## src/rtl/display_pkg.sv

```systemverilog
// Shared constants for the multiplexed hex display:
// segment font, segment bit positions and idle levels.
package display_pkg;

  localparam int SEG_W = 7;

  localparam int SEG_A = 6;
  localparam int SEG_B = 5;
  localparam int SEG_C = 4;
  localparam int SEG_D = 3;
  localparam int SEG_E = 2;
  localparam int SEG_F = 1;
  localparam int SEG_G = 0;

  // Active-high font, bit 6 = a ... bit 0 = g
  localparam logic [SEG_W-1:0] SEG_TABLE [16] = '{
    7'h7E, 7'h30, 7'h6D, 7'h79,
    7'h33, 7'h5B, 7'h5F, 7'h70,
    7'h7F, 7'h7B, 7'h77, 7'h1F,
    7'h4E, 7'h3D, 7'h4F, 7'h47
  };

  localparam logic [SEG_W-1:0] SEG_DARK_HIGH = 7'h00;
  localparam logic [SEG_W-1:0] SEG_DARK_LOW  = 7'h7F;
  localparam logic             DP_DARK_HIGH  = 1'b0;
  localparam logic             DP_DARK_LOW   = 1'b1;

  function automatic logic [SEG_W-1:0] hex_to_seg(
    input logic [3:0] nib
  );
    return SEG_TABLE[nib];
  endfunction

  function automatic logic [SEG_W-1:0] seg_inactive(
    input int active_low
  );
    return (active_low != 0) ? SEG_DARK_LOW : SEG_DARK_HIGH;
  endfunction

  function automatic logic dp_inactive(
    input int active_low
  );
    return (active_low != 0) ? DP_DARK_LOW : DP_DARK_HIGH;
  endfunction

endpackage

```

## src/rtl/hex_segment_encoder.sv

```systemverilog
// Combinational nibble to active-high
// seven-segment pattern lookup.
module hex_segment_encoder
  import display_pkg::*;
(
  input  logic [3:0]       nibble,
  output logic [SEG_W-1:0] segments
);

  assign segments = hex_to_seg(nibble);

endmodule

```

## src/rtl/multi_digit_display.sv

```systemverilog
// Multiplexed hex display driver with shadow/display
// double buffering swapped only on frame boundaries.
module multi_digit_display
  import display_pkg::*;
#(
  parameter int NUM_DIGITS          = 4,
  parameter int SCAN_DIVIDER        = 50000,
  parameter int ACTIVE_LOW_SEGMENTS = 0,
  parameter int ACTIVE_LOW_DIGITS   = 0,
  parameter int BLANK_LEADING_ZEROS = 1
) (
  input  logic                    clock,
  input  logic                    reset_n,
  input  logic                    enable,
  input  logic                    value_valid,
  input  logic [4*NUM_DIGITS-1:0] value,
  input  logic [NUM_DIGITS-1:0]   dp_mask,
  output logic                    value_ready,
  output logic [SEG_W-1:0]        segments,
  output logic                    decimal_point,
  output logic [NUM_DIGITS-1:0]   digit_select
);

  localparam int VW = 4 * NUM_DIGITS;
  localparam int IW =
    (NUM_DIGITS > 1) ? $clog2(NUM_DIGITS) : 1;
  localparam int PW = $clog2(SCAN_DIVIDER);

  localparam logic [PW-1:0] PMAX =
    PW'(SCAN_DIVIDER - 1);
  localparam logic [IW-1:0] IMAX =
    IW'(NUM_DIGITS - 1);

  localparam logic [SEG_W-1:0] SEG_OFF =
    seg_inactive(ACTIVE_LOW_SEGMENTS);
  localparam logic DP_OFF =
    dp_inactive(ACTIVE_LOW_SEGMENTS);
  localparam logic [NUM_DIGITS-1:0] DSEL_OFF =
    (ACTIVE_LOW_DIGITS != 0) ? '1 : '0;

  logic [PW-1:0]         presc_q;
  logic [IW-1:0]         idx_q;
  logic                  pending_q;
  logic [VW-1:0]         shadow_q;
  logic [NUM_DIGITS-1:0] shadow_dp_q;
  logic [VW-1:0]         disp_q;
  logic [NUM_DIGITS-1:0] disp_dp_q;

  logic tick;
  logic frame;
  logic capture;

  assign tick    = enable && (presc_q == PMAX);
  assign frame   = tick && (idx_q == IMAX);
  assign capture = value_valid && !pending_q;

  assign value_ready = !pending_q;

  always_ff @(posedge clock or negedge reset_n) begin
    if (!reset_n) begin
      presc_q <= '0;
      idx_q   <= '0;
    end else if (!enable) begin
      presc_q <= '0;
    end else if (tick) begin
      presc_q <= '0;
      idx_q   <= (idx_q == IMAX) ? '0 : idx_q + 1'b1;
    end else begin
      presc_q <= presc_q + 1'b1;
    end
  end

  // capture implies !pending, so a swap and a capture
  // on one edge never touch the same shadow contents
  always_ff @(posedge clock or negedge reset_n) begin
    if (!reset_n) begin
      pending_q   <= 1'b0;
      shadow_q    <= '0;
      shadow_dp_q <= '0;
      disp_q      <= '0;
      disp_dp_q   <= '0;
    end else begin
      if (frame && pending_q) begin
        disp_q    <= shadow_q;
        disp_dp_q <= shadow_dp_q;
      end
      if (capture) begin
        shadow_q    <= value;
        shadow_dp_q <= dp_mask;
      end
      pending_q <= capture || (pending_q && !frame);
    end
  end

  logic [3:0]            sel_nib;
  logic [SEG_W-1:0]      enc_seg;
  logic [NUM_DIGITS-1:0] zero_above;
  logic                  blank;
  logic [NUM_DIGITS-1:0] onehot;

  assign sel_nib = disp_q[{idx_q, 2'b00} +: 4];

  hex_segment_encoder u_enc (
    .nibble   (sel_nib),
    .segments (enc_seg)
  );

  // zero_above[i]: digit i and everything left of it is 0
  always_comb begin
    zero_above = '0;
    zero_above[NUM_DIGITS-1] =
      (disp_q[VW-1 -: 4] == 4'h0);
    for (int i = NUM_DIGITS - 2; i >= 0; i--) begin
      zero_above[i] = zero_above[i+1] &&
        (disp_q[4*i +: 4] == 4'h0);
    end
  end

  assign blank = (BLANK_LEADING_ZEROS != 0) &&
    (idx_q != '0) && zero_above[idx_q];

  always_comb begin
    onehot        = '0;
    onehot[idx_q] = 1'b1;
  end

  logic [SEG_W-1:0]      seg_d;
  logic                  dp_d;
  logic [NUM_DIGITS-1:0] dsel_d;

  always_comb begin
    seg_d  = SEG_OFF;
    dp_d   = DP_OFF;
    dsel_d = DSEL_OFF;
    if (enable) begin
      seg_d  = (blank ? '0 : enc_seg) ^ SEG_OFF;
      dp_d   = disp_dp_q[idx_q] ^ DP_OFF;
      dsel_d = onehot ^ DSEL_OFF;
    end
  end

  always_ff @(posedge clock or negedge reset_n) begin
    if (!reset_n) begin
      segments      <= SEG_OFF;
      decimal_point <= DP_OFF;
      digit_select  <= DSEL_OFF;
    end else begin
      segments      <= seg_d;
      decimal_point <= dp_d;
      digit_select  <= dsel_d;
    end
  end

endmodule

```

## config.mk

```make
export PLATFORM = sky130hd
export DESIGN_NAME = multi_digit_display
export DESIGN_NICKNAME = d
export VERILOG_FILES = /design/src/rtl/display_pkg.sv /design/src/rtl/hex_segment_encoder.sv /design/src/rtl/multi_digit_display.sv
export SDC_FILE = /design/constraint.sdc
export NUM_CORES = 1
export LEC_CHECK = 0
export ABC_AREA = 1
export CORE_MARGIN = 4
export CORE_UTILIZATION = 44
export DETAILED_ROUTE_END_ITERATION = 8
export DONT_BUFFER_PORTS = 1
export PLACE_DENSITY_LB_ADDON = 0.25
export SLEW_MARGIN = 5
export SYNTH_ARGS = -nofsm -noshare
export SYNTH_HDL_FRONTEND = slang
export SYNTH_SLANG_ARGS = --single-unit
export TNS_END_PERCENT = 100
```

## constraint.sdc

```tcl
create_clock -name clock -period 2.3 [get_ports clock]
set_input_delay 0.23 -clock clock [delete_from_list [all_inputs] [get_ports clock]]
set_output_delay 0.23 -clock clock [all_outputs]
set_load 0.01 [all_outputs]
```

# [Word-level counts from Yosys, hierarchy flattened]
# Memories as Yosys holds them, arrays and structs flattened.
# Cells that the tools add are included.
[totals] output_inout_bits=13 word_cells=54 n_memories=1 in_bits=24 rom_bits=112 register_bits=71
[op_classes] n_eq_ne=2 bitwise=1 muxes=15 shift=1 n_reduce_logical=19 n_addsub=2 n_lt_le_gt_ge=3
[mem_list] name="(no name shown)" words=16 width=7 read_ports=1 rd_clocked_by_memory_dff=0 wr=0 line="display_pkg.sv:31" source="return SEG_TABLE[nib];"
[op_table] cell="two-way mux 16 bit" n=2
[op_table] cell="two-way mux 7 bit" n=4
[op_table] cell="adder 16 x 1 -> 16 bit (second input constant)" n=1
[op_table] cell="== test 16 bit (second input constant)" n=1
[op_table] cell="logical NOT 4 bit" n=4
[op_table] cell="indexed part select 16 x 5 -> 4 bit" n=1
[op_table] cell="logical AND 1 bit" n=10
[op_table] cell="greater-or-equal comparator 5 bit (second input constant)" n=1
[op_table] cell="NOT 4 -> 5 bit" n=1
[op_table] cell="binary-select mux 1 bit (select 2 bit)" n=2
[op_table] cell="two-way mux 1 bit" n=4
[op_table] cell="two-way mux 4 bit" n=1
[op_table] cell="less-than comparator 2 x 3 -> 1 bit (second input constant)" n=1
[op_table] cell="adder 2 x 1 -> 2 bit (second input constant)" n=1
[op_table] cell="demux 1 bit (select 2 bit)" n=1
[op_table] cell="== test 2 bit (second input constant)" n=1
[op_table] cell="greater-or-equal comparator 2 x 1 -> 1 bit (second input constant)" n=1
[op_table] cell="logical NOT 1 bit" n=2
[op_table] cell="two-way mux 2 bit" n=1
[op_table] cell="AND reduction 2 bit" n=1
[op_table] cell="nonzero test 2 bit" n=1
[op_table] cell="logical OR 1 bit" n=1

# [Depth between registers and ports, before layout]
# Gate-level depths: netlist of run 1.
[logic_depth] word_depth=9 mapped_depth=12 mapped_depth_nobuf=11

# [By module]
# From an unflattened synthesis of run 1, not the netlist that was laid out.
[hier_totals] cells_unflattened=436 area_unflattened_um2=3646.0
[by_module_without_submodules] mod="multi_digit_display" n_inst=1 seq_area_each_um2=1776.7 cells_per_inst=384 area_per_inst_um2=3375.7
[by_module_without_submodules] mod="hex_segment_encoder" n_inst=1 seq_area_each_um2=0.0 cells_per_inst=52 area_per_inst_um2=270.3

# [Least setup slack after synthesis of run 1]
# Ideal clock, no wire load.
[synth_timing] kind="reg-to-reg" startpoint="register idx_q[0]" endpoint="register segments[6]" stages_incl_launch_ff=13 required_time_ps=2228 n_path_buf=1 synth_period_minus_slack_ps=1619 setup_time_ps=72 arrival_time_ps=1547 setup_slack_ps=681 cell_sequence="dfrtp_1 -> inv_2 -> buf_6 -> nand2_1 -> nand3_1 -> nand2_1 -> inv_1 -> ha_1 -> inv_1 -> nand3_1 -> nand3_1 -> nand3_1 -> nor2_1"
[synth_between] elab_chain_len=7 word_cells_on_any_way=11 cone_classes="shift (1); mux (6); bitwise (1); reduce/logical (2); memory (1)"
[synth_rtl] element="start: declaration" line="multi_digit_display.sv:42" source="logic [IW-1:0] idx_q;"
[synth_rtl] element="start signal: assignment" line="multi_digit_display.sv:67" source="idx_q <= (idx_q == IMAX) ? '0 : idx_q + 1'b1;"
[synth_rtl] element="indexed part select 16 x 5 -> 4 bit" line="multi_digit_display.sv:101" source="assign sel_nib = disp_q[{idx_q, 2'b00} +: 4];"
[synth_rtl] element="NOT 4 -> 5 bit (implied by the code)" line="display_pkg.sv:31"
[synth_rtl] element="memory read (16 x 7 bit)"
[synth_rtl] element="two-way mux 7 bit (implied by the code) (2 in a row)" line="display_pkg.sv:31"
[synth_rtl] element="two-way mux 7 bit (*)" line="multi_digit_display.sv:136" source="seg_d = (blank ? '0 : enc_seg) ^ SEG_OFF;"
[synth_rtl] element="two-way mux 7 bit (*)" line="multi_digit_display.sv:135" source="if (enable) begin"
[synth_rtl] element="net seg_d[6]" line="multi_digit_display.sv:127" source="logic [SEG_W-1:0] seg_d;"
[synth_rtl] element="end signal: assignment" line="multi_digit_display.sv:148" source="segments <= seg_d;"
[synth_rtl] element="end: declaration" line="multi_digit_display.sv:19" source="output logic [SEG_W-1:0] segments,"
# The timed path passes the listed nets; every way through them passes the cells marked *. The select of a mux whose other input is x is not followed.
# A chain may end at the register's enable or synchronous reset.

# [Final worst setup path of run 1]
[layout_timing] startpoint="register idx_q[1]" endpoint="register segments[6]"
# The elaborated chain is that of the path after synthesis.

==> reports/summary.txt, run 1 <==
Outcome: finished, final reports clean
Total CTS buffers: 9
Least-Margin Pin Slew: 0.502 ns
Total track usage: 0.158
Clock net sink count: 71
First DRT Iteration DRCs: 104
Pre-CTS WS: 0.495 ns
Cell row count: 32
Crit path kind: flop to flop
Vias in the first global route: 2659
Synth Register Bits: 71
Grt peak-use layer: met2
Initial antenna violation count: 0
Cell Pwr Density: 620 nW/um^2
Most common cell on crit path: nand3_1
R2R Setup Slk: 0.42 ns
Number of I/O port buffers: 0
Total power: 0.00241 W
M2 GR Usage: 0.236
Setup TNS: 0 ns
Max Slew Vio Count: 0
Setup-failing EPs final: 0
Cells after DPL: 497
Worst r2r dst: segments[6]
Multi-input combinational cell area: 1480 sq um
CP Launch Type: flop
CTS tree: done
Final Util: 0.501
Worst Skew: 0.00869 ns
Syn. warnings: 0
GR Util met1: 0.210
Fraction of registers with async set or reset after synthesis: 1.00
Setup Buffers After CTS: 0
Nets: 450
Worst path max stage delay: 0.49 ns
Area leader, netlist: dfrtp_1
Clk root buf: clkbuf_8
CP Max Fanout: 10
Tcrit/Tclk final: 0.818
Count leader, synth: nand2_1
MaxCap Viol Count: 0
Routed Antenna Nets: 0
First-pass GRT wire length: 12200 um
FF+latch area: 1780 sq um
Largest net degree at the start of global routing: 72
CP max stage cell: dfrtp_1
Syn_area_per_cell: 8.72 sq um
DP HPWL: 4740 um
Syn_nets: 438
Top_reg_cell synth: dfrtp_1
Setup crit end kind: flop
IO Pins: 37
Hold depth: 2
DRC: 0
Clk slew on worst S/H paths: 0.07 ns
Skew-Pair Late Insertion Delay: 0.35 ns
CP required: 2.58 ns
RSZ-0062 raised after global routing: no
Worst hold path type: primary input to flop
Global route total overflow: 0
Ant. Diodes: 0
Top cells by area, synth: dfrtp_1 51%, nand2_1 13%, mux2_2 6.4%, nor2_1 4.7%, nand3_1 4.1%
WHS Endpoint: presc_q[15]
EDFF count, synth: 0
Worst r2r path cells: 10
Mapped cell area: 3520 sq um
Peak VDD IR: 0.390 mV
Yosys top cell area share: 0.505
WL/cell: 13.0 um
Final WS setup: 0.418 ns
Routed vias: 2566
Tmin final: 1.88 ns
Share of layout cells above drive strength 1: 0.140
Max frequency: 531 MHz
Via density: 4.92
Core Region: 7770 sq um
DIE HEIGHT: 97.4 um
DIE AREA: 9480 sq um
DRT Wirelength: 6780 um
FF-to-FF Start: idx_q[1]
TritonRoute pass-1 iters: 4
Level count of the clock H-tree: 3
HP Start: enable
Seq/Total Area, Yosys: 0.505
Post-route insts no fill: 522
Post-Synthesis Cells: 403
Final hold vios: 0
Top cells by count, synth: 125 x nand2_1, 71 x dfrtp_1, 44 x nor2_1
Clk buf depth: 2
Area grow syn2layout: 10.7%
Die Wd: 97.4 um
Initial core utilization: 0.453
Fill cells: 745
LEAKAGE: 2.05 nW
Gp weighted congestion: 0.976
Met3 Use GR: 0.0495
Yosys cell types: 30
Relative max-transition margin: 0.664
Worst Path Arrival: 2.16 ns
CP Cell Sequence: inv_2 > nand3_1 > nand2_1 > inv_1 > ha_1 > inv_1 > nand3_1 > nand3_1 > nand3_1 > nor2_1
[cells by family (layout without fill, tap and decap cells)]
family | count (synthesis) | count (layout) | share of synthesized area
buffers and inverters | 56 | 73 | 0.0747
AO/OA/AOI/OAI | 15 | 15 | 0.0228
flip-flops | 71 | 71 | 0.505
XOR/XNOR | 7 | 7 | 0.0174
multiplexers | 20 | 20 | 0.0641
adder cells (fa/ha/maj) | 11 | 11 | 0.0391
AND/OR/NAND/NOR | 223 | 223 | 0.277
[per-layer routing]
layer | vias to the layer above | wire, um
met3 | 13 | 313
met4 | 0 | 155
met5 | - | 0
li1 | 1285 | -
met1 | 1212 | 3270
met2 | 56 | 3040
[per-stage QoR]
stage	instance area (sq um)	hold slack [ns]
after floorplan	3520	-0.0656
after global placement	3580	-0.0634
after detailed placement	3580	-0.0634
after CTS	3840	0.00149
after global routing	3890	0.0000570
final	3890	0.0152
[how the worst max path moves through the flow]
| stage | start | endpoint | depth (start not counted) |
|---|---|---|---|
| floorplan | idx_q[0] | segments[6] | 12 |
| global placement | idx_q[1] | segments[6] | 10 |
| detailed placement | idx_q[1] | segments[6] | 10 |
| CTS | idx_q[1] | segments[6] | 10 |
| global route | idx_q[1] | segments[6] | 10 |
| finish | idx_q[1] | segments[6] | 10 |
[cell usage in the layout (no fill, tap or decap), types with 3 or more instances in the layout]
cell / count
dfrtp_1: 71
nand3_1: 29
inv_1: 38
mux2_2: 20
nand2_2: 4
dlygate4sd3_1: 8
nor3_1: 3
nor2_1: 44
ha_1: 11
nand2_1: 125
o21ai_0: 6
xor2_1: 7
inv_2: 4
a21oi_1: 6
buf_4: 4
clkbuf_8: 10
nand3_2: 3
nand4_1: 7
[final cells by class]
cell class,instances,area share
Multi-Input combinational cell,276,0.379
Timing Repair Buffer,13,0.0354
Sequential cell,71,0.457
Clock inverter,6,0.0174
Clock buffer,10,0.0354
Inverter,44,0.0431
Tap cell,102,0.0328
[where the power goes]
part,internal [W],switching [W]
clock,0.000536,0.000491
combinational,0.0000402,0.0000443
sequential,0.00128,0.0000182
total,0.00186,0.000554
[critical path, delay by kind of cell, from the launching register on]
family,cells,cell delay (ns)
adder cells (fa/ha/maj),1,0.24
buffers and inverters,3,0.38
flip-flops,1,0.49
AND/OR/NAND/NOR,6,0.68
[registers in the layout (all words and copies together) (netlist names), 2 cells and up]
signal / cells
digit_select: 4
disp_dp_q: 4
disp_q: 16
idx_q: 2
presc_q: 16
segments: 7
shadow_dp_q: 4
shadow_q: 16
[repair_timing]
action | in CTS | in global routing
endpoints found under the hold margin | 82 | 5
resized for setup | 0 | 0
hold buffers | 4 | 5
Power figures use the tool's default switching activity.
==> run 2: changes to the inputs <==
- clock period: 2.3 -> 1.6 ns (I/O delays scaled with it)
==> reports/summary.txt, run 2 (same netlist as run 1, synthesis figures left out) <==
Global route total overflow: 0 (unchanged)
WL/cell: 13.0 um (-0.26%)
Most common cell on crit path: nand3_2
RSZ-0062 raised after global routing: yes
Violated checks: negative hold slack, negative setup slack
Core Region: 7770 sq um (unchanged)
Final Hold Slack: -0.492 ns (-0.507 ns)
IO Pins: 37 (unchanged)
DIE AREA: 9480 sq um (unchanged)
Cell Pwr Density: 777 nW/um^2 (+25%)
Leading cell type in the layout, fill and taps excluded: nand2_1
CP required: 1.86 ns (-0.72 ns)
Initial antenna violation count: 0 (unchanged)
Gp weighted congestion: 0.910 (-6.8%)
DP HPWL: 4880 um (+2.8%)
CTS tree: done
First-pass GRT wire length: 11900 um (-2.7%)
Peak VDD IR: 0.573 mV (+47%)
Level count of the clock H-tree: 3 (unchanged)
Number of I/O port buffers: 0 (unchanged)
DIE HEIGHT: 97.4 um (unchanged)
LEAKAGE: 2.21 nW (+8.2%)
Clk slew on worst S/H paths: 0.08 ns (about the same)
CP Cell Sequence: buf_12 > nand2_1 > nand3_2 > nand2_4 > inv_4 > ha_4 > inv_2 > nand2_2 > nand3_2 > nand3_1 > nor2_1
Worst r2r dst: segments[3]
Vias in the first global route: 2627 (-1.2%)
Skew-Pair Late Insertion Delay: 0.34 ns (about the same)
Largest net degree at the start of global routing: 72 (unchanged)
Outcome: finished, violations left
Worst hold path type: primary input to asynchronous set/reset pin
Routed Antenna Nets: 0 (unchanged)
TritonRoute pass-1 iters: 4 (unchanged)
Crit path kind: flop to flop
DRT Wirelength: 7160 um (+5.7%)
R2R Setup Slk: -0.02 ns (-0.44 ns)
Worst Skew: 0.00672 ns (-0.00196 ns)
Clock net sink count: 71 (unchanged)
Post-CTS Hold Fix Bufs: 24 (+20)
Worst setup path start: idx_q[0]
Share of layout cells above drive strength 1: 0.228 (+0.0879)
Tcrit/Tclk final: 1.01 (+0.196)
Least-Margin Pin Slew: 0.306 ns (-0.196 ns)
Commonest non-fill, non-tap cells in the layout: 117 x nand2_1, 70 x dfrtp_1, 42 x nor2_1
Clk root buf: clkbuf_8
Via density: 4.88 (-0.75%)
Nets: 481 (+6.9%)
Die Wd: 97.4 um (unchanged)
CP Launch Type: flop
Cell row count: 32 (unchanged)
Family with the most delay on the worst path: simple AND/OR/NAND/NOR gates
FF-to-FF Start: idx_q[0]
Setup-failing EPs final: 1 (+1)
First DRT Iteration DRCs: 118 (+13%)
Biggest regs: disp_q (16), presc_q (16), shadow_q (16)
Setup crit end kind: flop
Total track usage: 0.153 (-0.00553)
Total power: 0.00339 W (+41%)
CP Max Fanout: 5 (-5)
Fill cells: 708 (-5.0%)
Final WS setup: -0.0234 ns (-0.441 ns)
Total CTS buffers: 9 (unchanged)
Setup TNS: -0.0234 ns (-0.0234 ns)
Worst Path Arrival: 1.89 ns (-0.27 ns)
Final hold vios: 87 (+87)
CP Buf/Inv Count: 3 (unchanged)
Max frequency: 616 MHz (+16%)
Ant. Diodes: 0 (unchanged)
DRC: 0 (unchanged)
Area grow syn2layout: 24.2%
Worst path max stage delay: 0.47 ns (-0.02 ns)
Routed vias: 2698 (+5.1%)
Max Slew Vio Count: 0 (unchanged)
Relative max-transition margin: 0.796 (+0.132)
MaxCap Viol Count: 0 (unchanged)
CP max stage cell: dfrtp_2
Clk buf depth: 2 (unchanged)
Tmin final: 1.62 ns (-0.259 ns)
Worst r2r path cells: 11 (+1)
Initial core utilization: 0.453 (unchanged)
## run 2: cell count changes in the layout (fill, tap and decap cells not counted), sizes merged
cell,before,now
nand2,131,132
dlygate4sd3,8,23
clkbuf,10,11
clkinv,2,5
inv,45,42
buf,5,19
## run 2: power breakdown
part | switching, W | total [W] | internal (W) | leakage (nW)
Clock | 0.000667 | 0.00142 | 0.000754 | 0.0981
Combinational | 0.0000289 | 0.000101 | 0.0000720 | 1.16
Sequential | 0.0000263 | 0.00187 | 0.00184 | 0.959
## run 2: how the worst max path moves through the flow
stage	end	depth (start not counted)
floorplan	segments[6]	11
global placement	disp_q[2]	8
detailed placement	segments[3]	9
CTS	presc_q[14]	7
global route	segments[3]	11
finish	segments[3]	11
## run 2: layer usage
metal / GRT usage / share of wire / up-vias
met5: 0 / 0 / -
met3: 0.0459 / 0.051 / 5
met4: 0.0564 / 0.0064 / 0
met2: 0.236 / 0.48 / 71
li1: - / - / 1354
met1: 0.202 / 0.47 / 1268
## run 2: area by class of cell
cell class	count	area, sq um	share of cell area
Sequential cell	71	1780	0.407
Multi-Input combinational cell	277	1630	0.374
Clock buffer	10	138	0.0315
Inverter	44	178	0.0407
Timing Repair Buffer	43	455	0.104
Tap cell	102	128	0.0292
Clock inverter	6	60.1	0.0137
## run 2: timing repair
action,4_1_cts,5_1_grt
setup endpoints to repair,7,32
resized for setup,5,38
endpoints found under the hold margin,110,87
setup buffers,0,2
pin swaps,1,6
gates cloned,0,2
## run 2: per-stage QoR
stage	cells	worst slack [ns]	hold slack, ns	utilization	cell area, sq um
after floorplan	403	0.0228	-0.136	-	3520
after global placement	510	0.0415	-0.133	0.480	3730
after detailed placement	510	0.000332	-0.133	0.480	3730
after CTS	550	0.0119	-0.519	0.538	4180
after global routing	553	-0.132	-0.533	0.562	4370
final	553	-0.0234	-0.492	0.562	4370
